===== src/rtl/br_cdc_fifo_push_arb_pkg.sv =====
// Shared sizing helpers and request type for the CDC FIFO push-port arbiter.
package br_cdc_fifo_push_arb_pkg;

    localparam int unsigned MaxIdxWidth = 8;

    function automatic int unsigned idx_width(input int unsigned num_requesters);
        return (num_requesters > 1) ? $clog2(num_requesters) : 1;
    endfunction

    function automatic int unsigned burst_count_width(input int unsigned max_burst);
        return $clog2(max_burst + 1);
    endfunction

    typedef struct packed {
        logic                   valid;
        logic [MaxIdxWidth-1:0] idx;
    } br_arb_req_t;

endpackage


===== src/rtl/br_arb_rr_burst_select.sv =====
// Combinational next-winner selection: continue the current burst, else round-robin search.
module br_arb_rr_burst_select
    import br_cdc_fifo_push_arb_pkg::*;
#(
    parameter int unsigned NumRequesters   = 2,
    parameter int unsigned MaxBurst        = 1,
    parameter int unsigned IdxWidth        = idx_width(NumRequesters),
    parameter int unsigned BurstCountWidth = burst_count_width(MaxBurst)
) (
    input  logic [NumRequesters-1:0]   req_valid_i,
    input  logic [IdxWidth-1:0]        last_idx_i,
    input  logic [BurstCountWidth-1:0] burst_cnt_i,
    output logic [IdxWidth-1:0]        winner_c_o,
    output logic                       found_c_o
);

    logic        continue_c;
    int unsigned cand_c;

    // A zero count means no burst is open (after reset), so last_idx gets no continuation
    assign continue_c = (burst_cnt_i != '0)
                     && (burst_cnt_i < BurstCountWidth'(MaxBurst))
                     && req_valid_i[last_idx_i];

    always_comb begin
        winner_c_o = last_idx_i;
        found_c_o  = continue_c;
        cand_c     = 0;
        if (!continue_c) begin
            for (int unsigned k = 1; k <= NumRequesters; k++) begin
                cand_c = 32'(last_idx_i) + k;
                if (cand_c >= NumRequesters) begin
                    cand_c = cand_c - NumRequesters;
                end
                if (!found_c_o && req_valid_i[IdxWidth'(cand_c)]) begin
                    found_c_o  = 1'b1;
                    winner_c_o = IdxWidth'(cand_c);
                end
            end
        end
    end

endmodule


===== src/rtl/br_cdc_fifo_push_arb.sv =====
// Round-robin, burst-limited arbiter feeding one CDC FIFO push port through a registered stage.
module br_cdc_fifo_push_arb
    import br_cdc_fifo_push_arb_pkg::*;
#(
    parameter int unsigned NumRequesters                 = 2,
    parameter int unsigned Width                         = 1,
    parameter int unsigned MaxBurst                      = 1,
    parameter bit          EnableAssertReqValidStability = 1'b1
) (
    input  logic                                  clk,
    input  logic                                  rst,
    input  logic [NumRequesters-1:0]              req_valid,
    input  logic [NumRequesters*Width-1:0]        req_data,
    output logic [NumRequesters-1:0]              req_ready,
    output logic                                  push_valid,
    output logic [Width-1:0]                      push_data,
    output logic [idx_width(NumRequesters)-1:0]   push_owner,
    input  logic                                  push_ready
);

    localparam int unsigned IdxWidth        = idx_width(NumRequesters);
    localparam int unsigned BurstCountWidth = burst_count_width(MaxBurst);

    if (NumRequesters < 2) begin : g_bad_num_requesters
        $error("NumRequesters must be at least 2");
    end
    if (Width < 1) begin : g_bad_width
        $error("Width must be at least 1");
    end
    if (MaxBurst < 1) begin : g_bad_max_burst
        $error("MaxBurst must be at least 1");
    end

    logic                       push_valid_q, push_valid_d;
    logic [Width-1:0]           push_data_q, push_data_d;
    logic [IdxWidth-1:0]        push_owner_q, push_owner_d;
    logic [IdxWidth-1:0]        last_idx_q, last_idx_d;
    logic [BurstCountWidth-1:0] burst_cnt_q, burst_cnt_d;
    logic [IdxWidth-1:0]        winner_c;
    logic                       found_c;
    logic                       load_c;
    logic                       grant_c;
    logic [Width-1:0]           req_data_arr [NumRequesters];

    for (genvar i = 0; i < NumRequesters; i++) begin : g_unpack
        assign req_data_arr[i] = req_data[i*Width +: Width];
    end

    br_arb_rr_burst_select #(
        .NumRequesters  (NumRequesters),
        .MaxBurst       (MaxBurst),
        .IdxWidth       (IdxWidth),
        .BurstCountWidth(BurstCountWidth)
    ) u_select (
        .req_valid_i(req_valid),
        .last_idx_i (last_idx_q),
        .burst_cnt_i(burst_cnt_q),
        .winner_c_o (winner_c),
        .found_c_o  (found_c)
    );

    // The stage may only change when empty or being drained this cycle
    assign load_c  = !push_valid_q || push_ready;
    assign grant_c = load_c && found_c && !rst;

    always_comb begin
        push_valid_d = push_valid_q;
        push_data_d  = push_data_q;
        push_owner_d = push_owner_q;
        last_idx_d   = last_idx_q;
        burst_cnt_d  = burst_cnt_q;
        req_ready    = '0;
        if (load_c) begin
            push_valid_d = 1'b0;
            if (grant_c) begin
                req_ready[winner_c] = 1'b1;
                push_valid_d        = 1'b1;
                push_data_d         = req_data_arr[winner_c];
                push_owner_d        = winner_c;
                if (winner_c == last_idx_q) begin
                    if (burst_cnt_q != BurstCountWidth'(MaxBurst)) begin
                        burst_cnt_d = burst_cnt_q + BurstCountWidth'(1);
                    end
                end else begin
                    last_idx_d  = winner_c;
                    burst_cnt_d = BurstCountWidth'(1);
                end
            end
        end
    end

    always_ff @(posedge clk) begin
        if (rst) begin
            push_valid_q <= 1'b0;
            push_data_q  <= '0;
            push_owner_q <= '0;
            last_idx_q   <= IdxWidth'(NumRequesters - 1);
            burst_cnt_q  <= '0;
        end else begin
            push_valid_q <= push_valid_d;
            push_data_q  <= push_data_d;
            push_owner_q <= push_owner_d;
            last_idx_q   <= last_idx_d;
            burst_cnt_q  <= burst_cnt_d;
        end
    end

    assign push_valid = push_valid_q;
    assign push_data  = push_data_q;
    assign push_owner = push_owner_q;

    a_req_ready_onehot0: assert property (@(posedge clk) disable iff (rst)
        $onehot0(req_ready));

    a_push_stable: assert property (@(posedge clk) disable iff (rst)
        (push_valid && !push_ready) |=> (push_valid && $stable(push_data) && $stable(push_owner)));

    if (EnableAssertReqValidStability) begin : g_req_valid_stable
        for (genvar i = 0; i < NumRequesters; i++) begin : g_req
            a_req_valid_stable: assert property (@(posedge clk) disable iff (rst)
                (req_valid[i] && !req_ready[i]) |=> req_valid[i]);
        end
    end

    c_burst_max: cover property (@(posedge clk) disable iff (rst)
        burst_cnt_q == BurstCountWidth'(MaxBurst));

endmodule

===== config.mk =====
export PLATFORM = sky130hd
export DESIGN_NAME = br_cdc_fifo_push_arb
export DESIGN_NICKNAME = d
export VERILOG_FILES = /design/src/rtl/br_cdc_fifo_push_arb_pkg.sv /design/src/rtl/br_arb_rr_burst_select.sv /design/src/rtl/br_cdc_fifo_push_arb.sv
export SDC_FILE = /design/constraint.sdc
export NUM_CORES = 1
export LEC_CHECK = 0
export ABC_AREA = 1
export CAP_MARGIN = 10
export CORE_AREA = 2 2 39 41
export CTS_BUF_LIST = sky130_fd_sc_hd__clkbuf_4 sky130_fd_sc_hd__clkbuf_8
export DETAILED_ROUTE_END_ITERATION = 10
export DIE_AREA = 0 0 41 43
export PLACE_DENSITY = 0.46
export SLEW_MARGIN = 25
export SYNTH_ARGS = -nofsm -noshare
export SYNTH_HDL_FRONTEND = slang
export SYNTH_SLANG_ARGS = --single-unit

===== constraint.sdc =====
create_clock -name clk -period 1.25 [get_ports clk]
set_clock_uncertainty 0.1 [all_clocks]
set_input_delay 0.125 -clock clk [delete_from_list [all_inputs] [get_ports clk]]
set_output_delay 0.125 -clock clk [all_outputs]
set_load 0.02 [all_outputs]

# Word-level counts from Yosys, hierarchy flattened
# Index checks and enable logic that the tools add are counted.
[classes] addsub=5 order_cmp=9 eq_ne=1 muxes=27 n_bitwise=2 n_reduce_logical=14
[op_table] cell="1-bit 2-to-1 mux" count=24
[op_table] cell="1-bit by 2-bit less-than comparator with 1-bit output (second input constant)" count=4
[op_table] cell="1-bit logical AND" count=7
[op_table] cell="2-bit >= comparator (second input constant)" count=2
[op_table] cell="1-bit logical NOT" count=4
[op_table] cell="2-bit 2-to-1 mux" count=2
[op_table] cell="1-bit by 2-bit adder with 3-bit output (second input constant)" count=1
[op_table] cell="3-bit by 2-bit >= comparator with 1-bit output (second input constant)" count=1
[op_table] cell="3-bit AND reduction" count=1
[op_table] cell="1-bit by 1-bit adder with 2-bit output (second input constant)" count=1
[op_table] cell="1-bit NOT with 2-bit output" count=1
[op_table] cell="2-bit AND reduction" count=1
[op_table] cell="1-bit subtractor (second input constant)" count=2
[op_table] cell="1-bit adder (second input constant)" count=1
[op_table] cell="1-bit demux with 1-bit select" count=1
[op_table] cell="1-bit equality test" count=1
[op_table] cell="1-bit >= comparator (second input constant)" count=1
[op_table] cell="1-bit logical OR" count=1
[op_table] cell="1-bit less-than comparator (second input constant)" count=1
[op_table] cell="1-bit NOT" count=1
[word_totals] regBits=5 inputBits=7 output_inout_bits=5 word_cells=63

# Depth between registers and ports, before layout
[logic_depth] depth_word=19 ltp_mapped=6 depth_no_buf=6

# Hierarchy
# A second synthesis with hierarchy kept.
[unflattened] hier_cells=36 hier_area_um2=250.2
[modules_own_cells] module="br_cdc_fifo_push_arb" instances=1 cells_each=30 area_per_inst_um2=225.2 seq_area_each_um2=100.1
[modules_own_cells] module="br_arb_rr_burst_select" instances=1 cells_each=6 area_per_inst_um2=25.0 seq_area_each_um2=0.0

# Worst setup path after synthesis
# OpenSTA, ideal clock, no wires.
[synth_timing] path_kind="register to output" from="register push_valid_q (netlist: push_valid)" to="output port req_ready[0]" arrival_time_ns=0.873 required_time_ns=1.025 setup_slack_ns=0.152 path_stages_with_launch=4 n_path_buf=0 cell_sequence="dfxtp_1 nand2_4 nand3_4 nor2_1"
[synth_between] elab_chain_cells=6
[synth_rtl] element="start, declared" line="br_cdc_fifo_push_arb.sv:34" source="logic push_valid_q, push_valid_d;"
[synth_rtl] element="start signal, assigned" line="br_cdc_fifo_push_arb.sv:100" source="push_valid_q <= push_valid_d;"
[synth_rtl] element="1-bit logical NOT *" line="br_cdc_fifo_push_arb.sv:63" source="assign load_c = !push_valid_q || push_ready;"
[synth_rtl] element="1-bit logical OR *" line="br_cdc_fifo_push_arb.sv:63"
[synth_rtl] element="1-bit logical AND (2 in a row)" line="br_cdc_fifo_push_arb.sv:64" source="assign grant_c = load_c && found_c && !rst;"
[synth_rtl] element="2-bit 2-to-1 mux" line="br_cdc_fifo_push_arb.sv:75" source="if (grant_c) begin"
[synth_rtl] element="2-bit 2-to-1 mux *" line="br_cdc_fifo_push_arb.sv:73" source="if (load_c) begin"
[synth_rtl] element="end, declared" line="br_cdc_fifo_push_arb.sv:14" source="output logic [NumRequesters-1:0] req_ready,"
# Mark *: on every way between the ends. The rest lies on a longest branch, timed or not.

# Worst setup path in the final report
[layout_timing] from="register push_valid_q (netlist: push_valid)" to="output port req_ready[1]"
# The elaborated chain is that of the path after synthesis.

==> qor.csv <==
metric;value;unit
whs_path_depth;3;
grt_usage;8.93;%
portBuffers;11;
critPathMaxStageDelay;0.32;ns
path_cells;nand2_4 -> nand3_4 -> inv_4 -> nand2_4 -> inv_2 -> buf_6;
synth_top_family_by_area;simple AND/OR/NAND/NOR gates;
hold_viol;0;
synthDistinctLibCells;11;
clock.fmax;824;MHz
power.total;0.464;mW
antenna_found_initial;0;
cts.sinks;4;
maxSlewViolCount;0;
crit_arrival;0.99;ns
grt_pass1_wl;993;microns
die_w;41;microns
rr_endpoint;last_idx_q$_SDFFE_PP1P_;
io_pins;12;
period_minus_slack;1.21;ns
path_depth;6;
ys_top_cells_by_area;dfxtp_1, nand2_1, nand2_4;
cp-end-kind;output pin;
slowest_stage;dfxtp_2;
crit_start;push_valid$_SDFFE_PP0P_;
p_seq_share;31.3;%
crit_required;1.02;ns
ctsHoldBuffers;0;
nets;70;
globalRouteOverflowTotal;0;
cts_inserted_buffers;3;
powerDensity;883;mW/mm^2
synth-seq-cells;4;
synth-simple-area-share;45.7;%
area_delta_synth_final;126;%
reg2reg_from;push_valid$_SDFFE_PP0P_;
hold_path_class;in2reg;
rsz0062_at_grt;true;
hold_end;push_valid$_SDFFE_PP0P_;
start_util;16.8;%
seq_area;85.1;sq um
cp_max_fo;3;
post_drt_wl_per_cell;8.04;microns
finalCritPeriodShare;97.1;%
core;0.00138;sq mm
preCtsSetupSlack;-0.571;ns
dr.pass1.iters;3;
synth_compound_area_share;8.60;%
maxCapViolCount;0;
dp_hpwl;467;microns
whs;0.223;ns
grt_pass1_vias;248;
swShare;29.0;%
synth_nets;40;
ant_nets;0;
ir_drop;0.517;mV
crit_top_cell;nand2_4;
final_layout_size_suffix_gt1_share;60.7;%
syn_area_per_cell;7.05;sq um
synthMuxAreaShare;0;%
critical_path_class;reg2out;
yosysTopAreaCell;dfxtp_1;
fillers;160;
fp-row-count;14;
seq_area_frac_synth;34.4;%
start_kind;flip-flop;
cts_max_level;1;
n_antenna_cell;0;
r2r_setup_slack;0.10;ns
grt_max_degree;5;
synth_area;233;sq um
wl;619;microns
die_y;43;microns
yosysWarnings;0;
setup_viol;0;
leakage;0.283;nW
synthAdderAreaFrac;0;%
clk_pin_slew;0.04;ns
r2r_cells;6;
worst_slack;0.0357;ns
insertion_delay;0.23;ns
drc_errors;0;
relSlewSlack;86.4;%
p_switching;0.135;mW
vias_per_cell;3.66;
pwr-share-comb;34.1;%
final_common_cell;buf_4;
multi_input_area;156;sq um
clockRootBuffer;clkbuf_4;
crit_buf_inv;3;
yosys.area.top_type_share;34.4;%
drtIter0Drc;1;
worst_pin_slew;0.204;ns
final_cell_mix;buf_4, dlygate4sd2_1, nand2_4, inv_2, nand2_1;
vias;282;
cts_tree;yes;
status;completed;
dieArea;0.00176;sq mm
intPower;0.329;mW
cts_buffer_depth;2;
min_from;rst;
postSynthCellCount;33;
p_clk_share;34.6;%
gp_congestion;0.722;
critPathTopFamily;flip-flops;
synth_xor_xnor_area_share;0;%
-- cell families (layout without fill, tap and decap cells) --
group,Yosys count,in the layout
AO/OA/AOI/OAI,4,4
buffers and inverters,7,35
flip-flops,4,4
AND/OR/NAND/NOR,18,18
-- Yosys cell counts --
library cell,instances
a21oi_1,3
dfxtp_1,4
inv_1,3
inv_2,4
nand2_1,8
nand2_2,2
nand2_4,2
nand3_1,4
nand3_4,1
nor2_1,1
o21ai_1,1
-- state kept, by name, indices dropped and copies added (netlist names) --
register	flops
last_idx_q	1
push_data	1
push_valid	1
push_owner	1
-- how the worst max path moves through the flow --
| stage | to | slack (ns) |
|---|---|---|
| CTS | req_ready[1] | -0.02 |
| global route | req_ready[1] | -0.02 |
| global placement | req_ready[1] | -0.56 |
| finish | req_ready[1] | 0.04 |
| floorplan | req_ready[0] | 0.15 |
| detailed placement | req_ready[1] | -0.57 |
-- layer usage --
| layer | vias up | wire length, microns | GRT usage, % |
|---|---|---|---|
| li1 | 161 | - | - |
| met1 | 113 | 288 | 11.5 |
| met2 | 6 | 281 | 10.0 |
| met3 | 2 | 39 | 1.57 |
| met4 | 0 | 10 | 12.0 |
| met5 | - | 0 | 0 |
-- stage by stage --
stage	TNS, ns	area (sq um)	cells	util [%]
after global placement	-1.48	453	72	32.7
after floorplan	0	233	33	-
final	0	526	77	38.0
after global routing	-0.0197	526	77	38.0
after CTS	-0.0189	492	76	35.5
after detailed placement	-1.50	453	72	32.7
-- worst reg2reg max path: cells and delay by family, from the launching register on --
| kind | cells | cell delay [ns] |
|---|---|---|
| buf+inv | 2 | 0.27 |
| flops | 1 | 0.32 |
| compound gates | 1 | 0.11 |
| simple gates | 3 | 0.23 |
-- repair_timing --
action | 4_1_cts | 5_1_grt
endpoints found under the setup margin | 5 | 3
pin swaps | 2 | 3
buffers inserted | 1 | 1
gates resized for setup | 27 | 9
-- area by class of cell --
type	count	area share, %
Tap cell	16	3.81
Sequential cell	4	16.2
Clock buffer	3	4.29
Timing Repair Buffer	25	40.0
Inverter	7	5.95
Multi-Input combinational cell	22	29.8
-- power groups by stage --
stage / logic [mW] / registers (mW) / clock network, mW
after floorplan: 0.0509 / 0.153 / 0
after global placement: 0.143 / 0.146 / 0
after detailed placement: 0.142 / 0.146 / 0
after CTS: 0.147 / 0.144 / 0.176
after global routing: 0.171 / 0.146 / 0.173
final: 0.158 / 0.145 / 0.160
Power figures use the tool's default switching activity.
